--- config.mk ---
export PLATFORM = sky130hd
export DESIGN_NAME = decryption_flat
export DESIGN_NICKNAME = d
export VERILOG_FILES = /design/src/rtl/decryption_if.sv /design/src/rtl/decryption.sv /design/src/flat_wrapper.sv
export SDC_FILE = /design/constraint.sdc
export NUM_CORES = 1
export LEC_CHECK = 0
export BUFFER_PORTS_ARGS = -buffer_cell sky130_fd_sc_hd__buf_2
export CAP_MARGIN = 20
export CELL_PAD_IN_SITES_DETAIL_PLACEMENT = 0
export CELL_PAD_IN_SITES_GLOBAL_PLACEMENT = 1
export CORE_ASPECT_RATIO = 0.6
export CORE_MARGIN = 4
export CORE_UTILIZATION = 39
export CTS_BUF_LIST = sky130_fd_sc_hd__clkbuf_8
export CTS_CLUSTER_DIAMETER = 60
export CTS_CLUSTER_SIZE = 28
export DETAILED_ROUTE_END_ITERATION = 8
export GPL_TIMING_DRIVEN = 1
export PLACE_DENSITY = 0.83
export SLEW_MARGIN = 5
export SYNTH_ARGS = -nofsm -noshare
export SYNTH_HDL_FRONTEND = slang
export SYNTH_SLANG_ARGS = --single-unit
--- constraint.sdc ---
create_clock -name clk -period 1.7 [get_ports clk]
set_input_delay 0.17 -clock clk [delete_from_list [all_inputs] [get_ports clk]]
set_output_delay 0.17 -clock clk [all_outputs]
set_load 0.05 [all_outputs]
--- src/rtl/decryption_if.sv ---
// Ciphertext-in / plaintext-out byte handshake bundle for the decryption stage.
// Latency: n/a (wires only). Backpressure: in_ready / out_ready carry the stall in each direction.
// Ports: in_valid/in_ready/datain (ciphertext side), out_valid/out_ready/dataout (plaintext side).
interface decryption_if;
    logic       in_valid;
    logic       in_ready;
    logic [7:0] datain;
    logic       out_valid;
    logic       out_ready;
    logic [7:0] dataout;

    // master: the environment around the block (drives ciphertext, consumes plaintext)
    modport master (
        output in_valid, datain, out_ready,
        input  in_ready, out_valid, dataout
    );

    // slave: the decryption block itself
    modport slave (
        input  in_valid, datain, out_ready,
        output in_ready, out_valid, dataout
    );
endinterface

--- src/rtl/decryption.sv ---
// Receive-side keystream stage: regenerates a 64-bit LFSR keystream and XORs it onto ciphertext bytes.
// Latency: 1 cycle accept-to-output; minimum 6 cycles per byte (5 warm-up steps + 1 accept step).
// Backpressure: warm-up runs regardless; the accept waits until the output register is free or draining.
//
// Ports: clk, rst (sync, active-high), seed/load (restart keystream), bus (decryption_if.slave),
//        byte_count (16-bit delivered-byte counter, present only when DECRYPTION_BYTECNT_EN is defined).
// Optional feature macro: DECRYPTION_BYTECNT_EN.
module decryption (
    input  logic               clk,
    input  logic               rst,
    input  logic [63:0]        seed,
    input  logic               load,
    decryption_if.slave        bus
`ifdef DECRYPTION_BYTECNT_EN
    ,
    output logic [15:0]        byte_count
`endif
);

    typedef enum logic [1:0] {
        IDLE  = 2'd0,
        WARM  = 2'd1,
        ARMED = 2'd2
    } state_t;

    state_t      state_q, state_d;
    logic [63:0] s_q, s_d;
    logic [2:0]  cnt_q, cnt_d;
    logic [7:0]  dataout_q, dataout_d;
    logic        out_valid_q, out_valid_d;

    logic        fb;
    logic [63:0] s_step;
    logic [7:0]  ks;
    logic        in_ready;
    logic        accept;
    logic        drain;

    // Feedback and keystream byte both come from the current (pre-step) state.
    assign fb     = s_q[4] ^ s_q[3] ^ s_q[1] ^ s_q[0];
    assign s_step = {fb, s_q[63:1]};
    assign ks     = {2'b00, fb, s_q[63:59]};

    assign in_ready = (state_q == ARMED) && (!out_valid_q || bus.out_ready);
    // A load cycle swallows in_valid even if in_ready happens to be high.
    assign accept   = bus.in_valid && in_ready && !load;
    assign drain    = out_valid_q && bus.out_ready;

    assign bus.in_ready  = in_ready;
    assign bus.out_valid = out_valid_q;
    assign bus.dataout   = dataout_q;

`ifdef DECRYPTION_BYTECNT_EN
    logic [15:0] byte_count_q, byte_count_d;
    assign byte_count = byte_count_q;
`endif

    always_comb begin
        state_d     = state_q;
        s_d         = s_q;
        cnt_d       = cnt_q;
        dataout_d   = dataout_q;
        out_valid_d = out_valid_q;
`ifdef DECRYPTION_BYTECNT_EN
        byte_count_d = byte_count_q;
`endif
        if (load) begin
            s_d         = seed;
            cnt_d       = 3'd0;
            state_d     = WARM;
            out_valid_d = 1'b0;
`ifdef DECRYPTION_BYTECNT_EN
            byte_count_d = 16'd0;
`endif
        end else begin
            if (drain) begin
                out_valid_d = 1'b0;
`ifdef DECRYPTION_BYTECNT_EN
                byte_count_d = byte_count_q + 16'd1;
`endif
            end
            case (state_q)
                WARM: begin
                    s_d = s_step;
                    if (cnt_q == 3'd4) begin
                        cnt_d   = 3'd0;
                        state_d = ARMED;
                    end else begin
                        cnt_d = cnt_q + 3'd1;
                    end
                end
                ARMED: begin
                    if (accept) begin
                        // New byte overrides a same-cycle drain, so out_valid stays high.
                        dataout_d   = bus.datain ^ ks;
                        out_valid_d = 1'b1;
                        s_d         = s_step;
                        cnt_d       = 3'd0;
                        state_d     = WARM;
                    end
                end
                default: begin
                    // IDLE: nothing loaded, LFSR holds.
                    state_d = state_q;
                end
            endcase
        end
    end

    always_ff @(posedge clk) begin
        if (rst) begin
            state_q     <= IDLE;
            s_q         <= 64'd0;
            cnt_q       <= 3'd0;
            dataout_q   <= 8'd0;
            out_valid_q <= 1'b0;
`ifdef DECRYPTION_BYTECNT_EN
            byte_count_q <= 16'd0;
`endif
        end else begin
            state_q     <= state_d;
            s_q         <= s_d;
            cnt_q       <= cnt_d;
            dataout_q   <= dataout_d;
            out_valid_q <= out_valid_d;
`ifdef DECRYPTION_BYTECNT_EN
            byte_count_q <= byte_count_d;
`endif
        end
    end

endmodule

--- src/flat_wrapper.sv ---
// flat-port wrapper written by rule: the top's interface ports become plain ports
module decryption_flat 
  (clk, rst, seed, load, bus_in_valid, bus_datain, bus_out_ready, bus_in_ready, bus_out_valid, bus_dataout);
  decryption_if bus_i ();
  input  logic clk;
  input  logic rst;
  input  logic [63:0] seed;
  input  logic load;
  input wire logic [$bits(bus_i.in_valid)-1:0] bus_in_valid;
  input wire logic [$bits(bus_i.datain)-1:0] bus_datain;
  input wire logic [$bits(bus_i.out_ready)-1:0] bus_out_ready;
  output wire logic [$bits(bus_i.in_ready)-1:0] bus_in_ready;
  output wire logic [$bits(bus_i.out_valid)-1:0] bus_out_valid;
  output wire logic [$bits(bus_i.dataout)-1:0] bus_dataout;
  assign bus_i.in_valid = bus_in_valid;
  assign bus_i.datain = bus_datain;
  assign bus_i.out_ready = bus_out_ready;
  assign bus_in_ready = bus_i.in_ready;
  assign bus_out_valid = bus_i.out_valid;
  assign bus_dataout = bus_i.dataout;
  decryption u_core (.clk(clk), .rst(rst), .seed(seed), .load(load), .bus(bus_i));
endmodule
==> summary.md <==
| Metric | Value |
|---|---|
| Finish-stage setup viols | 2 |
| Area taken by flip-flops and latches | 0.00157 sq mm |
| Peak Freq | 588 MHz |
| I/O Buffers | 86 |
| Max FO, Critical Path | 9 |
| Initial drt markers | between 100 and 150 |
| Rows | 27 |
| ANT cells | 0 |
| Final worst slack | -1.89 ps |
| Pwr Total | 4.52 mW |
| Count of final hold-check violations | 0 |
| Clock skew | 12.8 ps |
| Vias | 2992 |
| H-tree Lvls | 3 |
| Unique masters post-synth | 32 |
| Pwr Density | 892 mW/mm^2 |
| Failing checks | setup timing |
| Worst slew pin tran | 495 ps |
| Placed Cells incl. Taps | 570 |
| Crit path from | u_core.state_q[1] |
| CORE AREA | 0.00939 sq mm |
| Pre-Repair DR Iteration Count | 4 |
| RSZ-0062 raised after global routing | yes |
| Largest net degree at the start of global routing | 41 |
| Syn Area/Cell | 10.4 sq um |
| Fin crit share | 1.00 |
| Area Overhead vs Synth | 31.3% |
| Die span in y | 85.0 microns |
| Hold Path Origin | bus_datain[7] |
| DR WL/cell | 15.6 microns |
| DIE AREA | 0.0116 sq mm |
| Reg-to-Reg Start | u_core.state_q[1] |
| Syn Std Cell Area | 0.00386 sq mm |
| Worst rel slew slack | 0.670 |
| Non-Filler Instances | 601 |
| Hold Crit Class | input port to register |
| Total congestion overflow | 0 |
| CP Cell Sequence | buf_6 > ha_4 > nor2b_4 > a311o_2 > buf_4 > clkbuf_16 > nor2_2 > a211oi_2 |
| Crit-path max cell delay | about 400 ps |
| Area of the multi-input gates | 0.00232 sq mm |
| Total GRT Usage | 0.157 |
| Post-layout min period | 1700 ps |
| Final-report max-slew violation count | 0 |
| First-pass GRT wire length | 14600 microns |
| I/O pins | 87 |
| Mapped Nets | 453 |
| Startpoint Class | register |
| Slowest-stage cell, CP | a311o_2 |
| CTS sink count | 78 |
| Leak | 2.11 nW |
| Layout cell share with drive strength beyond 1 | 0.524 |
| Setup crit end kind | register |
| Status | finished, violations left |
| Gate Count Post-Synth | 372 |
| Routability Congestion | 0.801 |
| Final wirelength | 9370 microns |
| Seq/Total Area, Yosys | 0.405 |
| Initial antenna violation count | 1 |
| Vias in the first global route | approximately 3000 |
| Total clock buffers created by CTS | 9 |
| Clock latency on the worst-skew pair | 360 ps |
| Number of synthesized register bits | 78 |
| Clock root buffer | clkbuf_8 |
| Initial core utilization | 0.411 |
| ANT nets after route | 0 |
| TritonCTS clock tree | built |
| Vias per std cell | between 4 and 5 |
| Detailed Place HPWL | 5890 microns |
| # DRC | 0 |
| Die span in x | 136 microns |
| Clk pin slew, worst setup/hold paths | 80 ps |
| Filler cells | 867 |
| Crit path DAT | 1940 ps |
| MaxCap Viol Count | 0 |
| Synth Warn # | 0 |
| Critical path data required time | 1940 ps |
| CP Class | register to register |
| CTS max path bufs | 2 |
| Nets | around 550 |
| Worst IR drop on VDD | roughly 0.00066 V |
==> worst max-delay path: cells and delay by family, from the launching register on <==
| kind | cells | cell delay, ps |
|---|---|---|
| and+or+nand+nor | 2 | 160 |
| buffers and inverters | 3 | 450 |
| AOI/OAI and AO/OA | 2 | 450 |
| DFF | 1 | 360 |
| adders and majority gates | 1 | 170 |
==> cells in the final DEF (no fill, tap or decap), types with 2 or more instances in the layout <==
cell type	count
nor2_1	30
nand3b_1	3
inv_1	4
a21oi_1	9
or2_2	2
ha_4	2
a211oi_1	5
buf_2	83
clkinv_2	3
inv_2	2
nand2_1	8
dfxtp_2	3
buf_12	4
clkbuf_8	11
mux2i_1	63
o211ai_1	2
nor2_4	14
buf_6	9
nand2b_1	3
a311o_2	2
buf_4	14
nand3_1	5
xnor2_1	7
nor2_2	27
a211oi_2	62
dfxtp_1	75
clkbuf_16	2
ha_1	2
==> Yosys cell counts (all sizes together) <==
| cell | number | area share |
|---|---|---|
| mux2i | 63 | 0.16 |
| buf | 22 | 0.036 |
| a21oi | 9 | 0.012 |
| nand3 | 5 | 0.0065 |
| nand3b | 3 | 0.0058 |
| o211ai | 2 | 0.0039 |
| dfxtp | 78 | 0.40 |
| nor3b | 1 | 0.0032 |
| ha | 4 | 0.013 |
| nor2 | 71 | 0.069 |
| nand2b | 3 | 0.0049 |
| nand2 | 8 | 0.0078 |
| o21ai | 2 | 0.0026 |
| a311o | 1 | 0.0026 |
| xnor2 | 7 | 0.016 |
| or3b | 2 | 0.0045 |
| a21o | 1 | 0.0019 |
| nor2b | 1 | 0.0023 |
| xor2 | 1 | 0.0023 |
| or2 | 2 | 0.0032 |
| a211oi | 68 | 0.21 |
| a31oi | 1 | 0.0016 |
| clkbuf | 10 | 0.0097 |
| o31a | 1 | 0.0023 |
| inv | 5 | 0.0049 |
| and2 | 1 | 0.0016 |
==> area by class of cell <==
cell class / instances / area share
Clock buffer: 11 / 0.0299
Clock inverter: 5 / 0.00964
Inverter: 5 / 0.00371
Multi-Input combinational cell: 258 / 0.459
Sequential cell: 78 / 0.309
Tap cell: 130 / 0.0321
Timing Repair Buffer: 114 / 0.157
==> kinds of logic (layout without fill, tap and decap cells) <==
kind of cell             Yosys count  after routing  share of synthesized area
adder cells (fa/ha/maj)            4              4                     0.0130
multiplexers                      63             63                      0.163
AO/OA/AOI/OAI                     85             86                      0.241
AND/OR/NAND/NOR                   97             97                      0.109
flip-flops                        78             78                      0.405
XOR/XNOR                           8              8                     0.0182
buffers and inverters             37            135                     0.0509
==> path summary, 6_finish.rpt <==
path	slack (ps)	to	depth (start not counted)
max	-2	u_core.s_q[51]	8
min	50	u_core.bus.dataout[7]	3
max reg2reg	-2	u_core.s_q[51]	8
min reg2reg	450	u_core.bus.dataout[6]	2
==> flip-flops by register name (all words and copies together) (netlist names) <==
name	flops
u_core.state_q	2
u_core.s_q	64
u_core.bus.out_valid	1
u_core.cnt_q	3
u_core.bus.dataout	8
==> layer usage <==
| layer | share of wire | wire [microns] | vias up | track usage |
|---|---|---|---|---|
| li1 | - | - | 1529 | - |
| met1 | 0.52 | 4860 | 1402 | 0.219 |
| met2 | 0.43 | 4030 | 51 | 0.235 |
| met3 | 0.042 | 391 | 8 | 0.0557 |
| met4 | 0.0069 | 65 | 2 | 0.0329 |
| met5 | 0.0017 | 16 | - | 0 |
==> timing repair <==
action	in CTS	in global routing
gates resized for setup	21	60
hold buffers	0	0
pin swaps	1	6
cloned	4	5
endpoints found under the setup margin	56	65
buffers inserted	5	4
==> power breakdown <==
| group | switching [mW] | internal [mW] | total [mW] |
|---|---|---|---|
| clock | 0.686 | 0.747 | 1.43 |
| combinational | 0.503 | 0.480 | 0.984 |
| sequential | 0.118 | 1.98 | 2.10 |
| total | 1.31 | 3.21 | 4.52 |
==> metrics by stage <==
stage,TNS [ps],instance area (sq um),hold WS (ps),util,setup WS (ps)
6_report,-2.65,5060,51.1,0.539,-1.89
3_3_place_gp,0,4440,416,0.472,7.57
3_5_place_dp,-938,4440,421,0.472,-54.5
4_1_cts,-590,4850,26.8,0.516,-30.8
5_1_grt,-1410,5060,33.9,0.539,-75.2
2_1_floorplan,0,3860,306,-,1.16
Power figures use the tool's default switching activity.
